--- config.mk ---
export PLATFORM = sky130hd
export DESIGN_NAME = tile_event_sequencer
export DESIGN_NICKNAME = d
export VERILOG_FILES = /design/src/rtl/snn_pkg.sv /design/src/rtl/lowest_set_encoder.sv /design/src/rtl/tile_event_sequencer.sv
export SDC_FILE = /design/constraint.sdc
export NUM_CORES = 1
export LEC_CHECK = 0
export ABC_CLOCK_PERIOD_IN_PS = 2100
export CORE_MARGIN = 3
export CORE_UTILIZATION = 39
export CTS_CLUSTER_SIZE = 25
export DETAILED_ROUTE_END_ITERATION = 16
export PLACE_DENSITY = 0.76
export SYNTH_ARGS = -nofsm -noshare
export SYNTH_HDL_FRONTEND = slang
export SYNTH_HIERARCHICAL = 1
export SYNTH_SLANG_ARGS = --single-unit
export TNS_END_PERCENT = 30
--- constraint.sdc ---
create_clock -name clk -period 2.1 [get_ports clk]
set_input_delay 0.42 -clock clk [delete_from_list [all_inputs] [get_ports clk]]
set_output_delay 0.42 -clock clk [all_outputs]
set_load 0.05 [all_outputs]
--- src/rtl/snn_pkg.sv ---
// Shared types and width defaults for the SNN tile control slice.
// Latency: n/a (types and constants only).
// Backpressure: n/a.
package snn_pkg;

  // Default geometry of one neuron_tile and its memories.
  localparam int default_size_data    = 8;
  localparam int default_size_vmem    = 16;
  localparam int default_size_tile    = 4;
  localparam int default_num_inputs   = 16;
  localparam int default_size_addr    = 8;
  localparam int default_tile_latency = 2;

  // One weight row (all neurons of the tile) and one vmem word.
  localparam int weight_word_w = default_size_tile * default_size_data;
  localparam int vmem_word_w   = default_size_tile * default_size_vmem;

  typedef enum logic [3:0] {
    IDLE       = 4'd0,
    RD_VMEM    = 4'd1,
    LATCH_VMEM = 4'd2,
    SCAN       = 4'd3,
    W_VALID    = 4'd4,
    FINISH     = 4'd5,
    WAIT_TILE  = 4'd6,
    WRITEBACK  = 4'd7,
    DONE       = 4'd8
  } seq_state_t;

endpackage

--- src/rtl/lowest_set_encoder.sv ---
// Lowest-set-bit encoder: index of the least significant 1 in vec, plus valid.
// Latency: combinational.
// Backpressure: none.
// Ports: vec (in, width), idx (out, index of lowest set bit, 0 when none), valid (out, vec != 0).
module lowest_set_encoder #(
  parameter int width = 16,
  parameter int idx_w = (width > 1) ? $clog2(width) : 1
) (
  input  logic [width-1:0] vec,
  output logic [idx_w-1:0] idx,
  output logic             valid
);

  // Scan from the top down so the last hit, which wins, is the lowest bit.
  always_comb begin
    idx   = '0;
    valid = |vec;
    for (int i = width - 1; i >= 0; i--) begin
      if (vec[i]) idx = idx_w'(i);
    end
  end

endmodule

--- src/rtl/tile_event_sequencer.sv ---
// Per-timestep sequencer for one neuron_tile: vmem load, spike-driven weight fetches, drain, writeback.
// Latency: done pulses 6 + 2*k + tile_latency cycles after start is sampled (k = set spikes).
// Backpressure: none; memories answer in one fixed cycle, start is ignored while busy.
// Ports: start/inSpikes/weightBase/vmemAddr (timestep request), wMem* (weight memory read port),
//        vMem* (vmem read/write port), tile* / weightData / vmemData (to tile),
//        vmemOut / spikeBuffer (from tile), spikeOut / busy / done (status).
module tile_event_sequencer
  import snn_pkg::*;
#(
  parameter int size_data    = default_size_data,
  parameter int size_vmem    = default_size_vmem,
  parameter int size_tile    = default_size_tile,
  parameter int num_inputs   = default_num_inputs,
  parameter int size_addr    = default_size_addr,
  parameter int tile_latency = default_tile_latency
) (
  input  logic                          clk,
  input  logic                          reset,
  input  logic                          start,
  input  logic [num_inputs-1:0]         inSpikes,
  input  logic [size_addr-1:0]          weightBase,
  input  logic [size_addr-1:0]          vmemAddr,
  output logic                          wMemRe,
  output logic [size_addr-1:0]          wMemAddr,
  input  logic [size_tile*size_data-1:0] wMemData,
  output logic                          vMemRe,
  output logic                          vMemWe,
  output logic [size_addr-1:0]          vMemAddrOut,
  input  logic [size_tile*size_vmem-1:0] vMemRdata,
  output logic [size_tile*size_vmem-1:0] vMemWdata,
  output logic                          tileEnable,
  output logic                          tileMemReady,
  output logic                          tileFinished,
  output logic [size_tile*size_data-1:0] weightData,
  output logic [size_tile*size_vmem-1:0] vmemData,
  input  logic [size_tile*size_vmem-1:0] vmemOut,
  input  logic                          spikeBuffer,
  output logic                          spikeOut,
  output logic                          busy,
  output logic                          done
);

  localparam int wword_w = size_tile * size_data;
  localparam int idx_w   = (num_inputs > 1) ? $clog2(num_inputs) : 1;
  localparam int cnt_w   = (tile_latency > 1) ? $clog2(tile_latency) : 1;

  seq_state_t              state;
  logic [num_inputs-1:0]   mask_q;
  logic [size_addr-1:0]    base_q;
  logic [size_addr-1:0]    vaddr_q;
  logic [cnt_w-1:0]        wait_cnt;
  logic [wword_w-1:0]      weight_q;

  logic [idx_w-1:0]        enc_idx;
  logic                    enc_vld;

  lowest_set_encoder #(
    .width (num_inputs),
    .idx_w (idx_w)
  ) u_enc (
    .vec   (mask_q),
    .idx   (enc_idx),
    .valid (enc_vld)
  );

  // Weight read data arrives during W_VALID, the same cycle memReady is high,
  // so the tile sees it through a bypass; weight_q holds it afterwards.
  assign weightData = (state == W_VALID) ? wMemData : weight_q;

  // The fetch for the lowest pending bit is issued on entry to SCAN so that
  // wMemRe/wMemAddr are registered and high exactly during SCAN.
  always_ff @(posedge clk or negedge reset) begin
    if (!reset) begin
      state        <= IDLE;
      mask_q       <= '0;
      base_q       <= '0;
      vaddr_q      <= '0;
      wait_cnt     <= '0;
      weight_q     <= '0;
      wMemRe       <= 1'b0;
      wMemAddr     <= '0;
      vMemRe       <= 1'b0;
      vMemWe       <= 1'b0;
      vMemAddrOut  <= '0;
      vMemWdata    <= '0;
      tileEnable   <= 1'b0;
      tileMemReady <= 1'b0;
      tileFinished <= 1'b0;
      vmemData     <= '0;
      spikeOut     <= 1'b0;
      busy         <= 1'b0;
      done         <= 1'b0;
    end else begin
      case (state)
        IDLE: begin
          if (start) begin
            mask_q      <= inSpikes;
            base_q      <= weightBase;
            vaddr_q     <= vmemAddr;
            vMemRe      <= 1'b1;
            vMemAddrOut <= vmemAddr;
            busy        <= 1'b1;
            state       <= RD_VMEM;
          end
        end

        RD_VMEM: begin
          vMemRe      <= 1'b0;
          vMemAddrOut <= '0;
          tileEnable  <= 1'b1;
          state       <= LATCH_VMEM;
        end

        LATCH_VMEM: begin
          vmemData <= vMemRdata;
          wMemRe   <= enc_vld;
          wMemAddr <= enc_vld ? base_q + size_addr'(enc_idx) : '0;
          state    <= SCAN;
        end

        SCAN: begin
          wMemRe <= 1'b0;
          if (enc_vld) begin
            mask_q[enc_idx] <= 1'b0;
            tileMemReady    <= 1'b1;
            state           <= W_VALID;
          end else begin
            wMemAddr     <= '0;
            tileFinished <= 1'b1;
            state        <= FINISH;
          end
        end

        W_VALID: begin
          weight_q     <= wMemData;
          tileMemReady <= 1'b0;
          // mask_q already has the fetched bit cleared here.
          wMemRe       <= enc_vld;
          wMemAddr     <= enc_vld ? base_q + size_addr'(enc_idx) : '0;
          state        <= SCAN;
        end

        FINISH: begin
          tileFinished <= 1'b0;
          wait_cnt     <= cnt_w'(tile_latency - 1);
          state        <= WAIT_TILE;
        end

        WAIT_TILE: begin
          if (wait_cnt == '0) begin
            // Tile outputs are valid by the last wait cycle; register them
            // so the write is presented cleanly during WRITEBACK.
            vMemWe      <= 1'b1;
            vMemAddrOut <= vaddr_q;
            vMemWdata   <= vmemOut;
            state       <= WRITEBACK;
          end else begin
            wait_cnt <= wait_cnt - 1'b1;
          end
        end

        WRITEBACK: begin
          vMemWe      <= 1'b0;
          vMemAddrOut <= '0;
          vMemWdata   <= '0;
          spikeOut    <= spikeBuffer;
          tileEnable  <= 1'b0;
          done        <= 1'b1;
          state       <= DONE;
        end

        DONE: begin
          done  <= 1'b0;
          busy  <= 1'b0;
          state <= IDLE;
        end

        default: begin
          state <= IDLE;
        end
      endcase
    end
  end

endmodule

==> impl_metrics.json, run 1 <==
{
  "wl_mm": 27.9,
  "antenna_found_initial": 0,
  "synth_top_area_share_pct": 61.4,
  "synth_commonest_cells": "dfrtp_1 (222), mux2_2 (109), a22o_1 (66), o21ai_0 (54), nand2_1 (30)",
  "antenna_left": 0,
  "rsz0062_at_grt": "true",
  "drcViolationCount": 0,
  "cp.required_ns": 1.68,
  "cts.path.max_buffers": 3,
  "yosys.area.top_type": "dfrtp_1",
  "synth-edff-count": 0,
  "place.port_buffers": 380,
  "dieHeight_microns": 158,
  "initialDrtViolationCount": 367,
  "slew_viol_final": 0,
  "hold_violations": 0,
  "slowest_stage": "dfrtp_1",
  "n_fill_cell": 1710,
  "total_power_mw": 29.4,
  "htree_levels": 1,
  "pin_count": 381,
  "hold_class": "in -> async",
  "nets": 1300,
  "place_congestion": 0.936,
  "cap_viol_max_count": 0,
  "critPathLaunch": "state[3]$_DFFE_PN0P_",
  "cts_tree": "yes",
  "yosys-top-cells-area": "dfrtp_1 (61%), mux2_2 (14%), a22o_1 (6.4%)",
  "drive_gt1_share_pct": 25.6,
  "cp_slowest_stage_delay_ns": 0.38,
  "wire_per_inst_microns": 19.9,
  "grt_pass1_wl_mm": 41.3,
  "failed_checks": "setup timing",
  "gr-total-overflow": 0,
  "final-setup-viol-count": 36,
  "synth_area_per_cell_sq_um": 13.5,
  "via_per_inst": 5.17,
  "worstSetupEndpointType": "output pin",
  "post-route-min-period_ns": 2.45,
  "min_period_over_period_pct": 116,
  "max_freq_ghz": 0.409,
  "dr_total_vias": 7241,
  "p_leak_nw": 7.12,
  "cp_num_buf_inv": 3,
  "n_antenna_cell": 0,
  "syn_area_sq_um": 9050,
  "syn_nets": 872,
  "synth.most_common_cell": "dfrtp_1",
  "setup_ws_ns": -0.345,
  "placementRows": 55,
  "area_growth_pct": 65.0,
  "skew_ns": 0.0210,
  "worst_slew_pin_slew_ns": 0.719,
  "async_flop_share_pct": 100,
  "core_sq_um": 22700,
  "max_slew_margin_pct": 52.1,
  "ys.flop_type": "dfrtp_1",
  "crit_type": "reg -> out",
  "dr.pass1.iters": 5,
  "cts-root-buf": "clkbuf_16",
  "p_per_area_nw_per_um2": 1970,
  "ir_drop_mv": 1.60,
  "grt_usage_pct": 20.9,
  "multi_input_area_sq_um": 3520,
  "path_cells": "nand2b_4 -> nor3_4 -> buf_6 -> clkbuf_16 -> mux2_4 -> buf_12",
  "regArea_sq_um": 5560,
  "die_w_microns": 158,
  "initial_core_util_pct": 39.9,
  "cp_max_fo": 8,
  "start_kind": "flip-flop",
  "outcome": "complete, but fails checks",
  "yosys_warnings": 6,
  "clock-sinks": 222,
  "cts_buffers": 24,
  "clk_pin_slew_ns": 0.06,
  "grt_max_degree": 66,
  "ys_ff_latch": 222,
  "grt_pass1_vias": 7481,
  "synth-seq-area-share_pct": 61.4,
  "crit_arrival_ns": 2.03,
  "clk_latency_ns": 0.51,
  "synth_cell_types": 49,
  "cp_top_family": "buffers and inverters",
  "dp_hpwl_mm": 19.7,
  "dieArea_sq_um": 25100,
  "r2r_start": "mask_q[7]$_DFFE_PN0P_",
  "holdWs_ns": 0.439,
  "netlist_instances": 671
}
## power breakdown
group / total, mW / internal, mW / switching, mW / leakage [nW]
combinational: 17.5 / 6.86 / 10.6 / 3.98
clock: 4.32 / 2.62 / 1.70 / 0.397
sequential: 7.52 / 6.34 / 1.18 / 2.74
total: 29.4 / 15.8 / 13.5 / 7.12
## cell type report
class | instances | area share [%]
flip-flops and latches | 222 | 37.2
multi-input cells | 404 | 23.5
repair buffers | 440 | 31.2
well taps | 285 | 2.39
clock buffers | 36 | 4.87
clock inverters | 6 | 0.553
inverters | 7 | 0.176
## what timing repair did
item / CTS / global route
endpoints found under the hold margin: 54 / 0
setup buffers: 4 / 2
endpoints found under the setup margin: 161 / 80
gates cloned: 3 / 2
pin swaps: 8 / 2
hold buffers: 1 / 0
resized for setup: 149 / 56
## flip-flops by register name (all words and copies together) (netlist names)
name / count
vMemRe: 1
base_q: 8
tileMemReady: 1
vMemWe: 1
wait_cnt: 1
weight_q: 32
mask_q: 16
vaddr_q: 8
done: 1
busy: 1
state: 4
vmemData: 64
wMemAddr: 8
wMemRe: 1
tileFinished: 1
vMemAddrOut: 8
spikeOut: 1
tileEnable: 1
vMemWdata: 64
## placed cells by master (no fill, tap or decap), types with 7 or more instances in the layout
cell,count
clkbuf_16,27
a22o_1,66
nand2_1,30
dfrtp_1,219
nor2_1,20
a21oi_1,18
a22oi_1,8
dlymetal6s2s_1,25
mux2_4,30
buf_4,53
o21ai_0,49
buf_12,40
clkdlybuf4s50_1,197
dlygate4sd2_1,116
inv_1,7
mux2i_1,16
mux2_2,79
## metrics by stage
stage	worst slack, ns	setup TNS (ns)	cell area [sq um]	util [%]	cells
after floorplan	0.0110	0	9110	-	671
after global placement	-0.0231	-0.0533	13800	60.8	1346
after detailed placement	-0.121	-0.330	13800	60.8	1346
after CTS	-0.387	-11.42	14700	64.7	1396
after global routing	-0.427	-14.69	14900	65.7	1400
final	-0.345	-10.52	14900	65.7	1400
## final timing paths
check	endpoint	slack [ns]	cells after the start
max reg2reg	wMemAddr[4]$_DFFE_PN0P_	-0.07	9
min in group clk	vMemWe$_DFFE_PN0P_	0.47	1
min reg2reg	vMemWe$_DFFE_PN0P_	0.47	1
max	weightData[15]	-0.35	6
max in group asynchronous	vMemWdata[19]$_DFFE_PN0P_	1.01	3
min	vMemWdata[32]$_DFFE_PN0P_	0.44	2
## routing by layer
| layer | vias up | share of wire, % | GRT usage [%] | wire length, microns |
|---|---|---|---|---|
| met3 | 41 | 8.3 | 6.28 | 2300 |
| li1 | 3314 | - | - | - |
| met4 | 0 | 2.2 | 5.41 | 613 |
| met5 | - | 0 | 0 | 0 |
| met2 | 292 | 51 | 36.3 | 14300 |
| met1 | 3594 | 38 | 25.7 | 10600 |
## logic make-up after synthesis
family | after synthesis | synth area share (%)
AO/OA/AOI/OAI | 174 | 13.3
XOR/XNOR | 7 | 0.677
adder cells (fa/ha/maj) | 5 | 0.774
buffers and inverters | 45 | 2.89
flip-flops | 222 | 61.4
multiplexers | 130 | 16.0
AND/OR/NAND/NOR | 88 | 5.02
Note: power is estimated with default switching activity, not from simulation.
==> inputs of run 2 (changes only) <==
SKIP_LAST_GASP = 1   (was default)
==> run 2 against run 1 <==
Sequential power is 1% higher. Largest power group unchanged. Via count hardly changed. Core utilization is 1.2 points higher. Global-route usage hardly changed. Critical endpoint is now weightData[12]. First-iteration DRC count is 11% higher. Total power is 4.2% higher. Final area is 1.8% higher. The flow still finishes with violations (setup timing). Worst setup slack hardly changed. Critical path type unchanged. Sequential share of layout area is 0.66 points lower. Critical path depth stayed put. Sequential cell count stayed put. Combinational power is 7% higher.
==> impl_metrics.json, run 2 (synthesis gave the netlist of run 1 again) <==
{
  "max_slew_margin_pct": 50.5,
  "post-route-min-period_ns": 2.45,
  "area_growth_pct": 68.0,
  "p_per_area_nw_per_um2": 2010,
  "setup_ws_ns": -0.346,
  "failed_checks": "setup timing",
  "grt_pass1_wl_mm": 41.3,
  "slew_viol_final": 0,
  "clk_latency_ns": 0.52,
  "cp.required_ns": 1.68,
  "grt_pass1_vias": 7487,
  "n_antenna_cell": 0,
  "skew_ns": 0.0241,
  "cap_viol_max_count": 0,
  "place_congestion": 0.936,
  "die_w_microns": 158,
  "grt_max_degree": 66,
  "initial_core_util_pct": 39.9,
  "total_power_mw": 30.6,
  "core_sq_um": 22700,
  "hold_violations": 0,
  "p_leak_nw": 6.63,
  "start_kind": "flip-flop",
  "htree_levels": 1,
  "drive_gt1_share_pct": 27.2,
  "rsz0062_at_grt": "true",
  "setup-tns-final_ns": -10.97,
  "nets": 1305,
  "dieHeight_microns": 158,
  "top_regs": "vMemWdata (64), vmemData (64), weight_q (32)",
  "via_per_inst": 5.16,
  "final_cell_mix": "clkdlybuf4s50_1 (324), dfrtp_1 (218), mux2_2 (79), a22o_1 (66), buf_4 (54)",
  "dr_total_vias": 7244,
  "placementRows": 55,
  "cp_max_fo": 5,
  "cts_tree": "yes",
  "dr.pass1.iters": 4,
  "dp_hpwl_mm": 19.7,
  "crit_arrival_ns": 2.03,
  "clock-sinks": 222,
  "cts.path.max_buffers": 3,
  "drcViolationCount": 0,
  "hold_class": "in -> async",
  "wire_per_inst_microns": 20.0,
  "initialDrtViolationCount": 409,
  "grt_usage_pct": 20.9,
  "gr-total-overflow": 0,
  "pin_count": 381,
  "antenna_left": 0,
  "worst_slew_pin_slew_ns": 0.743,
  "crit_type": "reg -> out",
  "place.port_buffers": 380,
  "worstSetupEndpointType": "output pin",
  "antenna_found_initial": 0,
  "n_fill_cell": 1639,
  "ir_drop_mv": 1.63,
  "final_common_cell": "clkdlybuf4s50_1",
  "multi_input_area_sq_um": 3660,
  "cts-root-buf": "clkbuf_16",
  "final-setup-viol-count": 71,
  "min_period_over_period_pct": 116,
  "clk_pin_slew_ns": 0.06,
  "wl_mm": 28.0,
  "outcome": "complete, but fails checks",
  "max_freq_ghz": 0.409,
  "regArea_sq_um": 5560,
  "dieArea_sq_um": 25100,
  "cts_buffers": 24
}
## run 2: changes by cell type in the layout (fill, tap and decap cells not counted), sizes merged
cell | before | now
clkdlybuf4s50 | 197 | 324
buf | 99 | 104
dlygate4sd2 | 116 | 12
dlymetal6s2s | 25 | 2
## run 2: worst max-delay path, stage by stage, from the launching register on
cell      delay (ns)
dfrtp_1         0.38
nand2b_4        0.15
nor3_4          0.16
buf_6           0.16
buf_12          0.12
mux2_2          0.37
buf_12          0.16
## run 2: repair_timing
item	CTS	global route
gates resized for setup	42	83
hold buffers	1	0
cloned	3	2
setup endpoints to repair	161	184
pin swaps	7	16
hold endpoints to repair	54	0
setup buffers	4	7
## run 2: stage by stage
stage / util, % / cells / setup WS (ns) / area, sq um / hold slack, ns
global placement: 60.8 / 1346 / -0.0231 / 13800 / 0.410
floorplan: - / 671 / 0.0110 / 9110 / 0.124
global route: 66.9 / 1405 / -0.427 / 15200 / 0.474
CTS: 65.3 / 1396 / -0.387 / 14800 / 0.454
finish: 66.9 / 1405 / -0.346 / 15200 / 0.435
detailed placement: 60.8 / 1346 / -0.121 / 13800 / 0.415
## run 2: power by group
group          switching, mW  leakage (nW)  internal [mW]
Sequential              1.26          2.74           6.35
Combinational           10.9          3.50           7.80
Clock                   1.69         0.397           2.62
Total                   13.8          6.63           16.8
## run 2: layout make-up
class / instances / share of cell area [%]
clock buffers: 36 / 4.78
clock inverters: 6 / 0.543
inverters: 7 / 0.173
multi-input cells: 404 / 24.1
flip-flops and latches: 222 / 36.6
well taps: 285 / 2.35
repair buffers: 445 / 31.5
## run 2: per-layer routing
metal  part of all wire (%)  global-route usage [%]
met1                     38                    25.7
met2                     52                    36.4
met3                    8.2                    6.28
met4                    2.1                    5.20
met5                      0                       0
## run 2: final timing paths
check	cells after the start	endpoint	start	slack, ns
setup / recovery	6	weightData[12]	state[3]$_DFFE_PN0P_	-0.35
hold / removal	2	vMemWdata[32]$_DFFE_PN0P_	reset	0.43
setup reg to reg	10	wMemAddr[7]$_DFFE_PN0P_	mask_q[4]$_DFFE_PN0P_	-0.07
hold reg to reg	1	vMemWe$_DFFE_PN0P_	vMemWe$_DFFE_PN0P_	0.47
max in group asynchronous	3	vMemWdata[19]$_DFFE_PN0P_	reset	1.01
min in group clk	1	vMemWe$_DFFE_PN0P_	vMemWe$_DFFE_PN0P_	0.47
